## src/rtl/fifo_pkg.sv

```systemverilog
// Shared helpers for the packing/unpacking FIFOs.
// Width functions: clog2, lane-select width, count width.
package fifo_pkg;

  function automatic int clog2(input int v);
    int r;
    r = 0;
    for (int i = 0; i < 31; i++)
      if ((1 << i) < v) r = i + 1;
    return r;
  endfunction

  // Lane-count exponent for the legal lane counts.
  function automatic int sfbit(input int n);
    int r;
    case (n)
      1:       r = 0;
      2:       r = 1;
      4:       r = 2;
      8:       r = 3;
      16:      r = 4;
      default: r = 0;
    endcase
    return r;
  endfunction

  // Width able to hold 0..depth.
  function automatic int cwidth(input int depth);
    return clog2(depth + 1);
  endfunction

endpackage

```

## src/rtl/lane_packer.sv

```systemverilog
// Collects narrow words into lanes (first word -> MS lane).
// Ports: wacc_i/data_i/last_i write, flush_i partial commit;
// lane_o held lanes, commit_o with word_o/lanes_o/last_o.
module lane_packer
  import fifo_pkg::*;
#(
  parameter int               DSIZE     = 8,
  parameter int               NSIZE     = 4,
  parameter logic [DSIZE-1:0] DEF_VALUE = '0,
  localparam int              LW        = sfbit(NSIZE) + 1,
  localparam int              W         = DSIZE * NSIZE
) (
  input  logic             clk,
  input  logic             rst_n,
  input  logic             wacc_i,
  input  logic [DSIZE-1:0] data_i,
  input  logic             last_i,
  input  logic             flush_i,
  output logic [LW-1:0]    lane_o,
  output logic             commit_o,
  output logic [W-1:0]     word_o,
  output logic [LW-1:0]    lanes_o,
  output logic             last_o
);

  logic [LW-1:0]    lane_q, lane_d;
  logic [DSIZE-1:0] dat_q [NSIZE];
  logic [DSIZE-1:0] dat_d [NSIZE];
  logic             top_lane;

  assign lane_o   = lane_q;
  assign top_lane = (lane_q == LW'(NSIZE - 1));

  // Lanes above lane_q are always DEF_VALUE, so the
  // outgoing word needs only the incoming word spliced in.
  always_comb begin
    word_o = '0;
    for (int i = 0; i < NSIZE; i++) begin
      word_o[W-1-i*DSIZE -: DSIZE] = dat_q[i];
      if (wacc_i && lane_q == LW'(i))
        word_o[W-1-i*DSIZE -: DSIZE] = data_i;
    end
  end

  always_comb begin
    commit_o = 1'b0;
    lanes_o  = lane_q;
    last_o   = 1'b1;
    if (wacc_i) begin
      commit_o = top_lane || last_i;
      lanes_o  = lane_q + LW'(1);
      last_o   = last_i;
    end else if (flush_i) begin
      commit_o = (lane_q != '0);
    end
  end

  always_comb begin
    lane_d = lane_q;
    dat_d  = dat_q;
    if (commit_o) begin
      lane_d = '0;
      for (int i = 0; i < NSIZE; i++)
        dat_d[i] = DEF_VALUE;
    end else if (wacc_i) begin
      lane_d = lane_q + LW'(1);
      for (int i = 0; i < NSIZE; i++)
        if (lane_q == LW'(i)) dat_d[i] = data_i;
    end
  end

  always_ff @(posedge clk or negedge rst_n) begin
    if (!rst_n) begin
      lane_q <= '0;
      for (int i = 0; i < NSIZE; i++)
        dat_q[i] <= DEF_VALUE;
    end else begin
      lane_q <= lane_d;
      dat_q  <= dat_d;
    end
  end

endmodule

```

## src/rtl/lat_cell.sv

```systemverilog
// Fixed-latency delay line: q_o is d_i delayed by LAT clocks.
// Ports: clk, rst_n, d_i[DSIZE], q_o[DSIZE]; resets to zero.
module lat_cell #(
  parameter int LAT   = 1,
  parameter int DSIZE = 1
) (
  input  logic             clk,
  input  logic             rst_n,
  input  logic [DSIZE-1:0] d_i,
  output logic [DSIZE-1:0] q_o
);

  logic [DSIZE-1:0] pipe_q [LAT];

  always_ff @(posedge clk or negedge rst_n) begin
    if (!rst_n) begin
      for (int i = 0; i < LAT; i++)
        pipe_q[i] <= '0;
    end else begin
      pipe_q[0] <= d_i;
      for (int i = 1; i < LAT; i++)
        pipe_q[i] <= pipe_q[i-1];
    end
  end

  assign q_o = pipe_q[LAT-1];

endmodule

```

## src/rtl/fifo_1ton.sv

```systemverilog
// Narrow-to-wide packing FIFO, single clock, 1-cycle read.
// Write: wr_en/wr_data/wr_last/wr_flush; read: rd_en -> rd_*.
module fifo_1ton
  import fifo_pkg::*;
#(
  parameter int               DSIZE     = 8,
  parameter int               NSIZE     = 4,
  parameter int               DEPTH     = 4,
  parameter int               ALMOST    = 1,
  parameter logic [DSIZE-1:0] DEF_VALUE = '0,
  localparam int              SFBIT     = sfbit(NSIZE),
  localparam int              CSIZE     = cwidth(DEPTH),
  localparam int              W         = DSIZE * NSIZE
) (
  input  logic             clk,
  input  logic             rst_n,
  input  logic             wr_en,
  input  logic [DSIZE-1:0] wr_data,
  input  logic             wr_last,
  input  logic             wr_flush,
  output logic             wr_full,
  output logic             wr_almost_full,
  output logic [SFBIT:0]   wr_lane,
  input  logic             rd_en,
  output logic [W-1:0]     rd_data,
  output logic [SFBIT:0]   rd_lanes,
  output logic             rd_last,
  output logic             rd_vld,
  output logic             rd_empty,
  output logic             rd_almost_empty,
  output logic [CSIZE-1:0] count
);

  localparam int PSIZE = clog2(DEPTH);

  logic [W-1:0]     mem_q   [DEPTH];
  logic [SFBIT:0]   mlanes_q[DEPTH];
  logic             mlast_q [DEPTH];
  logic [PSIZE-1:0] wptr_q, rptr_q;
  logic [CSIZE-1:0] count_q, count_d;
  logic [W-1:0]     rd_data_q;
  logic [SFBIT:0]   rd_lanes_q;
  logic             rd_last_q;

  logic             wacc, racc, flush_only;
  logic             commit, p_last;
  logic [W-1:0]     p_word;
  logic [SFBIT:0]   p_lanes;

  function automatic logic [PSIZE-1:0] nxt(
    input logic [PSIZE-1:0] p
  );
    return (p == PSIZE'(DEPTH - 1)) ? '0 : p + PSIZE'(1);
  endfunction

  assign wr_full         = (count_q == CSIZE'(DEPTH));
  assign wr_almost_full  = (count_q >= CSIZE'(DEPTH - ALMOST));
  assign rd_empty        = (count_q == '0);
  assign rd_almost_empty = (count_q <= CSIZE'(ALMOST));
  assign count           = count_q;

  assign wacc       = wr_en && !wr_full;
  assign racc       = rd_en && !rd_empty;
  assign flush_only = wr_flush && !wr_en && !wr_full;

  lane_packer #(
    .DSIZE     (DSIZE),
    .NSIZE     (NSIZE),
    .DEF_VALUE (DEF_VALUE)
  ) u_pack (
    .clk      (clk),
    .rst_n    (rst_n),
    .wacc_i   (wacc),
    .data_i   (wr_data),
    .last_i   (wr_last || wr_flush),
    .flush_i  (flush_only),
    .lane_o   (wr_lane),
    .commit_o (commit),
    .word_o   (p_word),
    .lanes_o  (p_lanes),
    .last_o   (p_last)
  );

  lat_cell #(
    .LAT   (1),
    .DSIZE (1)
  ) u_vld (
    .clk   (clk),
    .rst_n (rst_n),
    .d_i   (racc),
    .q_o   (rd_vld)
  );

  always_comb begin
    count_d = count_q;
    unique case ({commit, racc})
      2'b10:   count_d = count_q + CSIZE'(1);
      2'b01:   count_d = count_q - CSIZE'(1);
      default: ;
    endcase
  end

  always_ff @(posedge clk or negedge rst_n) begin
    if (!rst_n) begin
      for (int i = 0; i < DEPTH; i++) begin
        mem_q[i]    <= {NSIZE{DEF_VALUE}};
        mlanes_q[i] <= '0;
        mlast_q[i]  <= 1'b0;
      end
      wptr_q  <= '0;
      rptr_q  <= '0;
      count_q <= '0;
    end else begin
      if (commit) begin
        mem_q[wptr_q]    <= p_word;
        mlanes_q[wptr_q] <= p_lanes;
        mlast_q[wptr_q]  <= p_last;
        wptr_q           <= nxt(wptr_q);
      end
      if (racc)
        rptr_q <= nxt(rptr_q);
      count_q <= count_d;
    end
  end

  always_ff @(posedge clk or negedge rst_n) begin
    if (!rst_n) begin
      rd_data_q  <= {NSIZE{DEF_VALUE}};
      rd_lanes_q <= '0;
      rd_last_q  <= 1'b0;
    end else if (racc) begin
      rd_data_q  <= mem_q[rptr_q];
      rd_lanes_q <= mlanes_q[rptr_q];
      rd_last_q  <= mlast_q[rptr_q];
    end
  end

  assign rd_data  = rd_data_q;
  assign rd_lanes = rd_lanes_q;
  assign rd_last  = rd_last_q;

endmodule

```

## config.mk

```make
export PLATFORM = sky130hd
export DESIGN_NAME = fifo_1ton
export DESIGN_NICKNAME = d
export VERILOG_FILES = /design/src/rtl/fifo_pkg.sv /design/src/rtl/lane_packer.sv /design/src/rtl/lat_cell.sv /design/src/rtl/fifo_1ton.sv
export SDC_FILE = /design/constraint.sdc
export NUM_CORES = 1
export LEC_CHECK = 0
export ABC_AREA = 1
export ABC_CLOCK_PERIOD_IN_PS = 2800
export BUFFER_PORTS_ARGS = -buffer_cell sky130_fd_sc_hd__buf_2
export CORE_ASPECT_RATIO = 2
export CORE_MARGIN = 5
export CORE_UTILIZATION = 50
export CTS_CLUSTER_DIAMETER = 50
export CTS_CLUSTER_SIZE = 14
export DETAILED_ROUTE_END_ITERATION = 8
export GPL_ROUTABILITY_DRIVEN = 1
export PLACE_DENSITY = 0.67
export SLEW_MARGIN = 5
export SYNTH_ARGS = -nofsm -noshare
export SYNTH_HDL_FRONTEND = slang
export SYNTH_SLANG_ARGS = --single-unit
```

## constraint.sdc

```tcl
create_clock -name clk -period 2.8 [get_ports clk]
set_clock_uncertainty 0.05 [all_clocks]
set_input_delay 0.42 -clock clk [delete_from_list [all_inputs] [get_ports clk]]
set_output_delay 0.42 -clock clk [all_outputs]
set_load 0.03 [all_outputs]
```

==> PnR_summary.wiki <==
{| class="wikitable"
! Metric !! Value
|-
| Number of distinct library cells after synthesis || 28
|-
| Mapped Nets || 1,392
|-
| Vias/cell || 5.57
|-
| Combined global-route utilization of all metal layers || 0.244
|-
| Area inside the core boundary || 21,400 um^2
|-
| Via count of the first global-routing pass || 9,257
|-
| Cell Chain, Critical Path || inv_2 -> ha_1 -> nand3b_1 -> nand2_2 -> nand2_4 -> buf_4 -> nand3_1 -> nand2_1
|-
| Maximum vdd ir drop || 758 uV
|-
| Per-cell routed wire length || 17.7 um
|-
| Synth Area in Adders || 0.0185
|-
| Core Rows || 76
|-
| Number of diodes || 0
|-
| Least-Margin Pin Slew || 0.941 ns
|-
| Data arrival at the endpoint of the critical path || 2.86 ns
|-
| Most common library cell in the layout ignoring fill and taps || nand2_1
|-
| Worst setup SP type || register
|-
| Wire length after detailed routing || 29.3 mm
|-
| Delay of the slowest cell on the worst path || 0.58 ns
|-
| Time the final worst path needs with I/O delays and setup || 2.47 ns
|-
| Slowest cell on the critical path || buf_4
|-
| Core utilization of the finished layout || 0.552
|-
| Clock Sink Count || 223
|-
| Detailed-route via count || 9,235
|-
| Simple-gate share of the synthesized area || 0.318
|-
| Critical Setup Path Class || reg2reg
|-
| Sequential element share of the synthesized area || 0.516
|-
| Area overhead of the layout relative to synthesis || 9.13%
|-
| Final Max Slew Viols || 0
|-
| Smallest setup slack after layout || 0.327 ns
|-
| Clock latency reported for the late side of the worst-skew pair || 0.50 ns
|-
| Class of the tightest hold or removal check || in2reg
|-
| Clock slew seen by the registers of the worst setup and hold paths || 0.07 ns
|-
| Combinational family with the most area after synthesis || simple AND/OR/NAND/NOR gates
|-
| Maximum fanout along the worst path || 61
|-
| Number of DRC violations after detailed-routing iteration 0 || 685
|-
| Worst path required time || 3.19 ns
|-
| H-tree depth || 1
|-
| Count of final hold-check violations || 0
|-
| Area share of the largest cell type after synthesis || 0.516
|-
| I/O pin total || 61
|-
| Area enclosed by the die boundary || 24,800 um^2
|-
| Routed Antenna Nets || 0
|-
| Pre-CTS WS || 0.334 ns
|-
| Run status || finished, final reports clean
|-
| Average cell area after synthesis || 7.94 um^2
|-
| Last weighted congestion value of the routability-driven placer || 0.829
|-
| Initial core utilization || 0.505
|-
| Number of DRC violations after detailed routing || 0
|-
| Count of buffers inserted at the top-level ports || 60
|-
| Area of the multi-input gates || 4500 um^2
|-
| Die X-Extent || 114 um
|-
| Total half-perimeter wirelength after legalization and detailed placement || 17.7 mm
|-
| Type of element capturing the critical path || register
|-
| Synth warnings || 0
|-
| Filler instances || 2,059
|-
| Global route overflow || 0
|-
| Max_slew headroom || 0.373
|-
| Share of cell area taken by muxes after synthesis || 0
|-
| Final Net Count || 1,416
|-
| Number of buffers and inverters on the critical path || 2
|-
| Cell area after synthesis || 10,800 um^2
|-
| Power density over cell area || 1120 nW/um^2
|-
| Number of register bits inferred by synthesis || 223
|-
| Unrepaired setup endpoints after global routing || false
|-
| Timing-limited maximum frequency || 404 MHz
|-
| Post-route design area || 11,800 um^2
|-
| Number of violations of the max-capacitance limit || 0
|-
| Global-route wire length before repair || 48.9 mm
|-
| Top post-synthesis cells by area || dfrtp_1 (52%), nand2_1 (17%), nand3_1 (6.8%), o21ai_0 (4.9%), nor2_1 (4.3%)
|-
| Die height || 218 um
|-
| Post-route clock period utilization || 0.883
|-
| Fraction of synthesized cell area in xor and xnor cells || 0.00162
|-
| CTS tree || done
|-
| Total area of sequential cells || 5580 um^2
|-
| Cell taking the most area after synthesis || dfrtp_1
|-
| Number of instances in the synthesized netlist || 1,362
|-
| Initial DRT Pass Iterations || 5
|-
| Antenna violations before repair || 0
|-
| CTS root buf || clkbuf_16
|-
| Total design power || 13.2 mW
|-
| Setup repair bufs after CTS || 0
|-
| Post-detailed-placement cell area || 11,300 um^2
|-
| Commonest cells after routing, fill and taps aside || nand2_1 (485), dfrtp_1 (222), nand3_1 (148)
|-
| Total CTS buffers || 19
|-
| Setup violators final || 0
|-
| Complex-gate fraction of the synthesized area || 0.0780
|-
| Setup TNS after final layout || 0 ns
|-
| Dominant delay contributor by cell family on the critical path || simple AND/OR/NAND/NOR gates
|-
| Fraction of final layout cells with drive strength greater than 1 || 0.0931
|-
| Maximum number of pins on one net before global-route repair || 81
|-
| Clock buffer depth || 3
|-
| Leakage || 6.34 nW
|}
==> report_power, final <==
group          internal, mW  leakage, nW  switching, mW
logic                  1.75         3.11           4.32
registers              4.27         2.99          0.555
clock network          1.21        0.237           1.13
==> synth_stat cells, drive strengths merged <==
cell type  count
dfrtp        223
clkbuf        29
o21bai        24
xnor2          2
ha            16
and2           1
nand4         48
a21oi         12
buf           62
nor2         125
nand3b         1
o21ai        117
nand3        149
o22ai          1
clkinv         2
inv           55
nand2        495
==> tightest hold or removal path, cell delays in order <==
cell,delay (ns)
buf_2,0.17
nand4_1,0.10
nand2_1,0.05
==> cell type report <==
type,count,area share
inverters,57,0.0181
flip-flops and latches,223,0.473
multi-input cells,991,0.381
clock buffers,21,0.0409
well taps,273,0.0289
repair buffers,94,0.0577
==> logic make-up (layout without fill, tap and decap cells) <==
kind of cell	count (synthesis)	in the layout
flip-flops	223	223
AO/OA/AOI/OAI	154	154
buffers and inverters	148	172
XOR/XNOR	2	2
AND/OR/NAND/NOR	819	819
adder cells (fa/ha/maj)	16	16
==> final timing paths <==
| kind | start | endpoint | slack [ns] | cells past startpoint |
|---|---|---|---|---|
| worst max register to register | u_pack.lane_o[2]$_DFF_PN0_ | mem_q[106]$_DFFE_PN0P_ | 0.33 | 8 |
| max in group asynchronous | rst_n | rd_data[8]$_DFFE_PN0P_ | 1.50 | 3 |
| worst min register to register | mem_q[71]$_DFFE_PN0P_ | mem_q[71]$_DFFE_PN0P_ | 0.41 | 2 |
| worst max-delay path | u_pack.lane_o[2]$_DFF_PN0_ | mem_q[106]$_DFFE_PN0P_ | 0.33 | 8 |
| worst min-delay path | wr_data[6] | u_pack.dat_q[14]$_DFFE_PN0P_ | 0.22 | 3 |
| min in group asynchronous | rst_n | count[0]$_DFFE_PN0P_ | 0.41 | 2 |
==> metal layers <==
| layer | up-vias | routed length, um | track usage | share of wire |
|---|---|---|---|---|
| met1 | 4452 | 11900 | 0.317 | 0.41 |
| li1 | 4420 | - | - | - |
| met2 | 313 | 14900 | 0.428 | 0.51 |
| met3 | 50 | 1730 | 0.0242 | 0.059 |
| met4 | 0 | 726 | 0.0769 | 0.025 |
| met5 | - | 0 | 0 | 0 |
==> through the flow <==
step	hold slack (ns)	cells
5_1_grt	0.215	1659
3_5_place_dp	0.391	1637
4_1_cts	0.197	1659
2_1_floorplan	0.0744	1362
6_report	0.220	1659
3_3_place_gp	0.391	1637
==> timing repair <==
action | in CTS | in global routing
hold endpoints to repair | 74 | 0
hold buffers | 1 | 0
gates resized for setup | 0 | 0
==> flip-flops by register name (all words and copies together), names as in the netlist <==
register	count
count	3
mem_q	128
mlanes_q	12
mlast_q	4
rd_data	32
rd_lanes	3
rd_last	1
rptr_q	2
u_pack.dat_q	32
u_pack.lane_o	3
u_vld.q_o	1
wptr_q	2
(Power assumes the default switching activity.)
